===== config.mk =====
export PLATFORM = sky130hd
export DESIGN_NAME = memory_access_stage
export DESIGN_NICKNAME = d
export VERILOG_FILES = /design/src/rtl/core_pkg.sv /design/src/rtl/load_store_align.sv /design/src/rtl/memory_access_stage.sv
export SDC_FILE = /design/constraint.sdc
export NUM_CORES = 1
export LEC_CHECK = 0
export ABC_AREA = 0
export ABC_CLOCK_PERIOD_IN_PS = 3000
export BUFFER_PORTS_ARGS = -buffer_cell sky130_fd_sc_hd__buf_2
export CORE_AREA = 2 2 123 125
export DETAILED_ROUTE_END_ITERATION = 7
export DIE_AREA = 0 0 125 127
export HOLD_SLACK_MARGIN = 0.02
export PLACE_DENSITY = 0.71
export SETUP_SLACK_MARGIN = 0.05
export SLEW_MARGIN = 10
export SYNTH_ARGS = -nofsm -noshare
export SYNTH_HDL_FRONTEND = slang
export SYNTH_SLANG_ARGS = --single-unit

===== constraint.sdc =====
create_clock -name clk -period 3 [get_ports clk]
set_input_delay 0.15 -clock clk [delete_from_list [all_inputs] [get_ports clk]]
set_output_delay 0.15 -clock clk [all_outputs]
set_load 0.01 [all_outputs]

===== src/rtl/core_pkg.sv =====
// core_pkg: shared encodings for the RV32I memory stage.
package core_pkg;
   localparam logic [2:0] F3_B  = 3'b000;
   localparam logic [2:0] F3_H  = 3'b001;
   localparam logic [2:0] F3_W  = 3'b010;
   localparam logic [2:0] F3_BU = 3'b100;
   localparam logic [2:0] F3_HU = 3'b101;
   localparam logic [1:0] RESULT_SRC_MEM = 2'b01;
   typedef enum logic [1:0] {IDLE, WAIT_G, WAIT_R} mem_state_e;
endpackage


===== src/rtl/load_store_align.sv =====
// load_store_align: byte-lane enables, store shift, misalign detect, load extract/extend.
module load_store_align
   import core_pkg::*;
#(
   parameter int XLEN = 32
) (
   input  logic [2:0]      funct3,
   input  logic [1:0]      off,
   input  logic [XLEN-1:0] wdata,
   input  logic [XLEN-1:0] rdata,
   output logic [3:0]      be,
   output logic [XLEN-1:0] wdata_sh,
   output logic            misaligned,
   output logic [XLEN-1:0] rdata_ext
);
   logic [XLEN-1:0] rsh;
   assign misaligned = (funct3[1:0] == F3_H[1:0] && off[0]) || (funct3[1:0] == F3_W[1:0] && off != 2'b00);
   assign be = funct3[1:0] == F3_B[1:0] ? 4'b0001 << off :
               funct3[1:0] == F3_H[1:0] ? 4'b0011 << off : 4'b1111;
   assign wdata_sh = wdata << {off, 3'b000};
   assign rsh = rdata >> {off, 3'b000};
   assign rdata_ext = funct3 == F3_B  ? {{(XLEN-8){rsh[7]}}, rsh[7:0]} :
                      funct3 == F3_H  ? {{(XLEN-16){rsh[15]}}, rsh[15:0]} :
                      funct3 == F3_BU ? {{(XLEN-8){1'b0}}, rsh[7:0]} :
                      funct3 == F3_HU ? {{(XLEN-16){1'b0}}, rsh[15:0]} : rsh;
endmodule


===== src/rtl/memory_access_stage.sv =====
// memory_access_stage: RV32I MEM stage with req/gnt/rvalid data-memory handshake
// and the MEM/WB pipeline register.
module memory_access_stage
   import core_pkg::*;
#(
   parameter int XLEN    = 32,
   parameter int TIMEOUT = 255
) (
   input  logic            clk,
   input  logic            rst_n,
   input  logic            RegWriteM,
   input  logic            MemWriteM,
   input  logic [1:0]      ResultSrcM,
   input  logic [2:0]      funct3M,
   input  logic [4:0]      RdM,
   input  logic [XLEN-1:0] ALUResultM,
   input  logic [XLEN-1:0] WriteDataM,
   input  logic [XLEN-1:0] PCPlus4M,
   output logic            dmem_req,
   output logic            dmem_we,
   output logic [XLEN-1:0] dmem_addr,
   output logic [3:0]      dmem_be,
   output logic [XLEN-1:0] dmem_wdata,
   input  logic            dmem_gnt,
   input  logic            dmem_rvalid,
   input  logic [XLEN-1:0] dmem_rdata,
   output logic            StallM,
   output logic            ExcM,
   output logic            RegWriteW,
   output logic [1:0]      ResultSrcW,
   output logic [4:0]      RdW,
   output logic [XLEN-1:0] ALUResultW,
   output logic [XLEN-1:0] ReadDataW,
   output logic [XLEN-1:0] PCPlus4W
);
   localparam int CW = TIMEOUT > 1 ? $clog2(TIMEOUT + 1) : 1;
   mem_state_e      state_q, state_d;
   logic [CW-1:0]   cnt_q, cnt_d;
   logic            regwrite_q, regwrite_d;
   logic [1:0]      resultsrc_q, resultsrc_d;
   logic [4:0]      rd_q, rd_d;
   logic [XLEN-1:0] alu_q, alu_d, rdat_q, rdat_d, pc4_q, pc4_d, load_data;
   logic            is_load, is_mem, misaligned, timeout, req, gnt_hit, rv_hit, done, stall, exc, keep;
   assign is_load = ResultSrcM == RESULT_SRC_MEM;
   assign is_mem  = MemWriteM | is_load;
   load_store_align #(.XLEN(XLEN)) u_align (
      .funct3    (funct3M),
      .off       (ALUResultM[1:0]),
      .wdata     (WriteDataM),
      .rdata     (dmem_rdata),
      .be        (dmem_be),
      .wdata_sh  (dmem_wdata),
      .misaligned(misaligned),
      .rdata_ext (load_data)
   );
   // Timeout outranks a same-cycle gnt/rvalid: req is already dropped that cycle.
   assign timeout = TIMEOUT != 0 && state_q != IDLE && cnt_q == CW'(TIMEOUT);
   assign req     = state_q == IDLE ? is_mem & ~misaligned : state_q == WAIT_G && !timeout;
   assign gnt_hit = req & dmem_gnt;
   assign rv_hit  = state_q == WAIT_R && dmem_rvalid && !timeout;
   assign done    = gnt_hit & MemWriteM | rv_hit;
   assign stall   = (req | (state_q == WAIT_R && !timeout)) & ~done;
   assign exc     = (state_q == IDLE && is_mem && misaligned) | timeout;
   assign dmem_req  = req & rst_n;
   assign dmem_we   = req & MemWriteM & rst_n;
   assign dmem_addr = {ALUResultM[XLEN-1:2], 2'b00};
   assign StallM    = stall & rst_n;
   assign ExcM      = exc & rst_n;
   always_comb begin
      state_d     = timeout || done ? IDLE : gnt_hit ? WAIT_R : req ? WAIT_G : state_q;
      cnt_d       = state_q != IDLE && state_d != IDLE ? cnt_q + CW'(1) : '0;
      keep        = ~stall & ~exc;
      regwrite_d  = keep & RegWriteM;
      resultsrc_d = keep ? ResultSrcM : '0;
      rd_d        = keep ? RdM : '0;
      alu_d       = keep ? ALUResultM : '0;
      rdat_d      = keep && is_load ? load_data : '0;
      pc4_d       = keep ? PCPlus4M : '0;
   end
   always_ff @(posedge clk or negedge rst_n) begin
      if (!rst_n) begin
         state_q     <= IDLE;
         cnt_q       <= '0;
         regwrite_q  <= 1'b0;
         resultsrc_q <= '0;
         rd_q        <= '0;
         alu_q       <= '0;
         rdat_q      <= '0;
         pc4_q       <= '0;
      end else begin
         state_q     <= state_d;
         cnt_q       <= cnt_d;
         regwrite_q  <= regwrite_d;
         resultsrc_q <= resultsrc_d;
         rd_q        <= rd_d;
         alu_q       <= alu_d;
         rdat_q      <= rdat_d;
         pc4_q       <= pc4_d;
      end
   end
   assign RegWriteW  = regwrite_q;
   assign ResultSrcW = resultsrc_q;
   assign RdW        = rd_q;
   assign ALUResultW = alu_q;
   assign ReadDataW  = rdat_q;
   assign PCPlus4W   = pc4_q;
endmodule

### Yosys cells after proc, flatten, opt, wreduce, memory -nomap -nowiden

Index checks and enable logic that the tools add are counted.

* output and inout port bits: 176
* word-level logic and storage cells: 77
* input port bits: 144
* flip-flop bits (word level): 114

* bitwise gates (word level): 19
* add/sub/neg operators: 1
* reductions and logical operators: 20
* muxes and demuxes: 16
* shift operators: 4
* eq/ne operators: 9

Operators with widths (number)
* $mux 32: 7
* $shl 32x5->32: 1
* $shr 32x5->32: 1
* $and 1x1->1: 11
* $logic_and 1x1->1: 11
* $add 8x1->8 const B: 1
* $eq 8x8->1 const B: 1
* $mux 2: 4
* $mux 4: 2
* $mux 8: 1
* $eq 2x1->1 const B: 3
* $eq 3x3->1 const B: 2
* $reduce_bool 2->1: 3
* $mux 5: 1
* $eq 2x2->1 const B: 2
* $logic_not 2->1: 2
* $not 1->1: 4
* $or 1x1->1: 4
* $shl 1x2->4 const A: 1
* $shl 2x2->4 const A: 1
* $eq 3x1->1 const B: 1
* $logic_not 3->1: 1
* $logic_or 1x1->1: 2
* $logic_not 1->1: 1
* $mux 1: 1

### Longest topological paths before layout

* word-level depth: 15
* gate-level depth with buffers: 13
* mapped depth without buffers: 7

### By module

From an unflattened synthesis, not the netlist that was laid out.

* cell total of the unflattened synthesis: 667
* area total of the unflattened synthesis: 6277.3 um^2

Modules (own cells, without submodules)
* memory_access_stage: instances 1, area an instance 4914.7 um^2, seq. area each 2852.7 um^2, cells an instance 459
* load_store_align: instances 1, area an instance 1362.6 um^2, seq. area each 0.0 um^2, cells an instance 208

### Worst setup path after synthesis

OpenSTA, ideal clock, no wires.

* kind: input port to flip-flop
* start: input ALUResultM[0]
* end: register pc4_q[30] (netlist: PCPlus4W[30])
* stages on the path: 12
* arrival: 2692 ps
* library setup time: 120 ps
* data required time: 2880 ps
* path slack: 189 ps
* path buffers: 5
* cells stage by stage: buf_4 > clkbuf_1 > buf_2 > buf_2 > inv_1 > ha_1 > nor3b_2 > nor2_1 > a32o_2 > a221o_4 > buf_6 > and3_1

* cells in the longest elaborated chain, start to end: 14
* elaborated cells on any way between the ends: 19
* classes of those cells: mux (2); bitwise (12); reduce/logical (5)

RTL lines
* start, declared: line memory_access_stage.sv:16 `input logic [XLEN-1:0] ALUResultM,`
* $reduce_bool 2->1: line load_store_align.sv:17 `assign misaligned = (funct3[1:0] == F3_H[1:0] && off[0]) || (funct3[1:0] == F3_W[1:0] && off != 2'b00);`
* $logic_and 1x1->1: line load_store_align.sv:17
* $logic_or 1x1->1 (*): line load_store_align.sv:17
* $not 1->1: line memory_access_stage.sv:58 `assign req = state_q == IDLE ? is_mem & ~misaligned : state_q == WAIT_G && !timeout;`
* $and 1x1->1: line memory_access_stage.sv:58
* $mux 1: line memory_access_stage.sv:58
* $and 1x1->1: line memory_access_stage.sv:59 `assign gnt_hit = req & dmem_gnt;`
* $and 1x1->1: line memory_access_stage.sv:61 `assign done = gnt_hit & MemWriteM | rv_hit;`
* $or 1x1->1: line memory_access_stage.sv:61
* $not 1->1: line memory_access_stage.sv:62 `assign stall = (req | (state_q == WAIT_R && !timeout)) & ~done;`
* $and 1x1->1: line memory_access_stage.sv:62
* $not 1->1: line memory_access_stage.sv:72 `keep = ~stall & ~exc;`
* $and 1x1->1 (*): line memory_access_stage.sv:72
* $mux 32 (*): line memory_access_stage.sv:78 `pc4_d = keep ? PCPlus4M : '0;`
* named net pc4_d[30]: line memory_access_stage.sv:42 `logic [XLEN-1:0] alu_q, alu_d, rdat_q, rdat_d, pc4_q, pc4_d, load_data;`
* end signal, assigned: line memory_access_stage.sv:98 `pc4_q <= pc4_d;`
* end, declared: line memory_access_stage.sv:42

The timed path passes the listed nets; every way through them passes the cells marked *.

### Worst setup path after layout

* start: register cnt_q[0]
* end: output ExcM

* cells in the longest elaborated chain, start to end: 4

RTL lines
* start, declared: line memory_access_stage.sv:38 `logic [CW-1:0] cnt_q, cnt_d;`
* start signal, assigned: line memory_access_stage.sv:92 `cnt_q <= cnt_d;`
* $eq 8x8->1: line memory_access_stage.sv:57 `assign timeout = TIMEOUT != 0 && state_q != IDLE && cnt_q == CW'(TIMEOUT);`
* $logic_and 1x1->1: line memory_access_stage.sv:57
* $or 1x1->1: line memory_access_stage.sv:63 `assign exc = (state_q == IDLE && is_mem && misaligned) | timeout;`
* $and 1x1->1: line memory_access_stage.sv:68 `assign ExcM = exc & rst_n;`
* end, declared: line memory_access_stage.sv:28 `output logic ExcM,`

No other way between the ends.

==> results list <==
- The run finished with clean final reports.
- Power comes to 0.00666 W.
- Remaining number of nets flagged by the antenna check after routing: 0
- The number of antenna violations at the first check in global routing is 1.
* Largest area contributor in the synthesized netlist: sky130_fd_sc_hd__dfrtp_1
- In this run the vertical extent of the chip is 127 µm.
* Type of destination of the critical path: output pin
- Drt drc: 0
* Cell types occupying the most area after synthesis: sky130_fd_sc_hd__dfrtp_1 51%, sky130_fd_sc_hd__and3_1 8.6%, sky130_fd_sc_hd__buf_4 4.7%
* 1st-iter DRT viols: 331
* Clock latency reported for the late side of the worst-skew pair: 0.40 ns
* Primary FF master, synth: sky130_fd_sc_hd__dfrtp_1
* Min Hold Slack: 0.0562 ns
- Summed over all layers, the global routing overflow is 0.
- Setup skew after layout: 0.00768 ns
* Largest buffer count on any clock path: 2
- The total count of max-transition violations in the final report is 0.
- Final routed wirelength across all metal layers: 18.2 mm
- In the final routed layout, each cell accounts on average for 17.1 µm.
* Vias/cell: 4.99
- Register area share after synthesis: 51.3%
* Setup TNS: 0 ns
* Leakage: 4.62 nW
- Floorplan Core Area: 14,400 µm²
* Maximum vdd drop: 0.384 mV
* Number of primary I/O pins: 320
- Count of H-tree levels built during CTS: 4
* Maximum clock rate: 0.381 GHz
- Crit path arrival time: 2.47 ns
- The worst setup path is of the reg2out kind.
- Measured against its own limit, the worst slew margin works out to 36.5%.
- Final Non-Filler Cells: 1,067
- Pin count of the biggest net entering global routing: 73
- CTS tree: built
- Final-stage net count: 1,018
* Clk root buf: sky130_fd_sc_hd__clkbuf_16
- The die covers 15,900 µm².
- Setup repair after global routing left no endpoint under its margin.
- For this run, the number of Yosys warnings is 0.
- In this run the core area contains 44 standard-cell rows.
* Routability Congestion: 0.804
- Data on the critical path is required at its endpoint by 2.85 ns.
- Largest fanout on the critical path: 37
- The worst setup path is launched from a flip-flop.
* Distinct cell type count after synthesis: 47
- Portion of synthesized cell area occupied by the leading cell type: 51.3%
- Register bit total from synthesis: 114
- Global routing consumed, over all layers together, 22.3% of the routing resources.
- Commonest cells after routing, fill and taps aside: 316 x sky130_fd_sc_hd__buf_2, 114 x sky130_fd_sc_hd__dfrtp_1, 76 x sky130_fd_sc_hd__and3_1
- Number of flops mapped to enable cells by yosys: 0
- The number of global-route vias before repair came to 5,462.
- The first global-routing pass estimated 28.2 mm of wire.
* Mean area per synthesized cell: 10.7 µm²
- The worst path uses 87.4% of the clock period.
* Max-cap violations: 0
- The smallest clock period supported by the final layout is computed as 2.62 ns.
* Number of port buffers: 317
- Width of the chip: 125 µm
* Actual slew at the worst max-slew pin: 0.951 ns
- Number of optimization iterations in the first detailed-route pass: 7
- Total area of multi-input combinational cells: 2230 µm²
* # placed instances: 965
* Sequential standard cell area: 2850 µm²
- Total number of vias: 5,321
- Resize count post-CTS: 0
- Counting every instance in the synthesized netlist gives 522.
- Setup violations remaining at the end of the flow were counted as 0.
- The number of hold-slack violations in the final timing report is 0.
- In this run the worst hold path is classified as in2reg.
- Clock tree synthesis inserted a total of 17 buffers.
- The initial utilization of the core area, before any placement, comes to 38.5%.
- The wire-length estimate of the detail-placed layout is 12.4 mm.
* Synth-to-Final Area Change: 50.9%
* Clk pin slew, worst setup/hold paths: 0.06 ns
* Count of filler cells inserted in the layout: 1,250
* Sink count of the clock tree: 114
* Post-synthesis async set-or-reset flop share: 100%
- Leaving out fill and tap cells, the most frequent cell in the layout is sky130_fd_sc_hd__buf_2.
- Of the cells placed in the final design, the portion with a size suffix greater than 1 is 44.0%.
- Area of the mapped netlist: 5560 µm²
- In this run the power density over the cells is 793 nW/µm².
- Core Util, Final: 58.2%
[power breakdown]
part / total (W) / switching, W / internal (W)
logic: 0.00224 / 0.00131 / 0.000933
clock network: 0.00224 / 0.000730 / 0.00151
registers: 0.00218 / 0.000155 / 0.00203
total: 0.00666 / 0.00219 / 0.00447
[synthesized netlist by cell type (4+ instances only)]
library cell and instances:
sky130_fd_sc_hd__buf_6 7, sky130_fd_sc_hd__dfrtp_1 114, sky130_fd_sc_hd__nand3_1 6, sky130_fd_sc_hd__and2_1 11, sky130_fd_sc_hd__a21oi_1 17, sky130_fd_sc_hd__clkbuf_1 18, sky130_fd_sc_hd__and3_1 76, sky130_fd_sc_hd__mux2i_1 24
sky130_fd_sc_hd__nor2b_1 15, sky130_fd_sc_hd__nand2_1 18, sky130_fd_sc_hd__nand2b_1 6, sky130_fd_sc_hd__nor4_1 7, sky130_fd_sc_hd__nor3b_1 8, sky130_fd_sc_hd__buf_2 11, sky130_fd_sc_hd__nor2_1 48, sky130_fd_sc_hd__mux2_2 15
sky130_fd_sc_hd__a211oi_1 8, sky130_fd_sc_hd__xnor2_1 4, sky130_fd_sc_hd__inv_1 4, sky130_fd_sc_hd__buf_4 35, sky130_fd_sc_hd__a221oi_1 7, sky130_fd_sc_hd__o21ai_0 24, sky130_fd_sc_hd__o2111ai_1 7, sky130_fd_sc_hd__ha_1 5
[stage by stage]
stage          setup slack (ns)  cell area [µm²]
6_report                  0.379             8390
5_1_grt                   0.226             8390
4_1_cts                   0.363             8390
3_5_place_dp              0.657             7030
3_3_place_gp              0.694             7030
2_1_floorplan             0.189             5560
[state kept, by name (all words and copies together) (netlist names)]
register,count
state_q,2
PCPlus4W,32
ALUResultW,32
ReadDataW,32
cnt_q,8
RegWriteW,1
ResultSrcW,2
RdW,5
[timing repair]
| item | CTS | global route |
|---|---|---|
| hold buffers | 69 | 0 |
| hold endpoints to repair | 118 | 0 |
| setup buffers | 0 | 0 |
[worst max-delay path: stages (launching register included)]
cell and delay [ns]:
sky130_fd_sc_hd__dfrtp_1 0.39, sky130_fd_sc_hd__ha_1 0.22, sky130_fd_sc_hd__and3_2 0.25, sky130_fd_sc_hd__and4b_1 0.23
sky130_fd_sc_hd__nor2b_4 0.33, sky130_fd_sc_hd__buf_4 0.39, sky130_fd_sc_hd__nor2b_1 0.08, sky130_fd_sc_hd__buf_2 0.15
[per-layer routing]
metal | vias up | GRT usage (%) | share of wire, %
met2 | 270 | 40.0 | 52
li1 | 2488 | - | -
met3 | 20 | 5.70 | 7.1
met5 | - | 0 | 0
met1 | 2543 | 26.1 | 39
met4 | 0 | 7.58 | 1.6
[cell type report]
class / instances / share of cell area (%)
multi-input cells: 333 / 26.6
clock buffers: 18 / 5.23
repair buffers: 399 / 28.5
inverters: 4 / 0.179
diodes: 1 / 0.0298
clock inverters: 14 / 2.70
well taps: 184 / 2.74
flip-flops and latches: 114 / 34.0
[path summary, 6_finish.rpt]
check | startpoint | end | slack (ns) | depth (start not counted)
worst max-delay path | cnt_q[0] | ExcM | 0.38 | 7
worst min-delay path | ALUResultM[4] | ALUResultW[4] | 0.06 | 2
worst max register to register | cnt_q[0] | PCPlus4W[17] | 0.68 | 6
worst min register to register | cnt_q[0] | cnt_q[0] | 0.47 | 1
max in group asynchronous | rst_n | PCPlus4W[12] | 1.85 | 3
min in group asynchronous | rst_n | ALUResultW[0] | 0.35 | 2
[cell families (layout without fill, tap and decap cells)]
logic type	Yosys count	count (layout)	synth area share, %
buffers and inverters	76	435	8.71
muxes	40	40	7.76
adders and majority gates	5	5	1.13
and+or+nand+nor	206	206	20.8
xor gates and xnor gates	6	6	0.945
AOI/OAI and AO/OA	74	74	9.27
other	1	3	0.0674
DFF	114	114	51.3
Note: power is estimated with default switching activity, not from simulation.
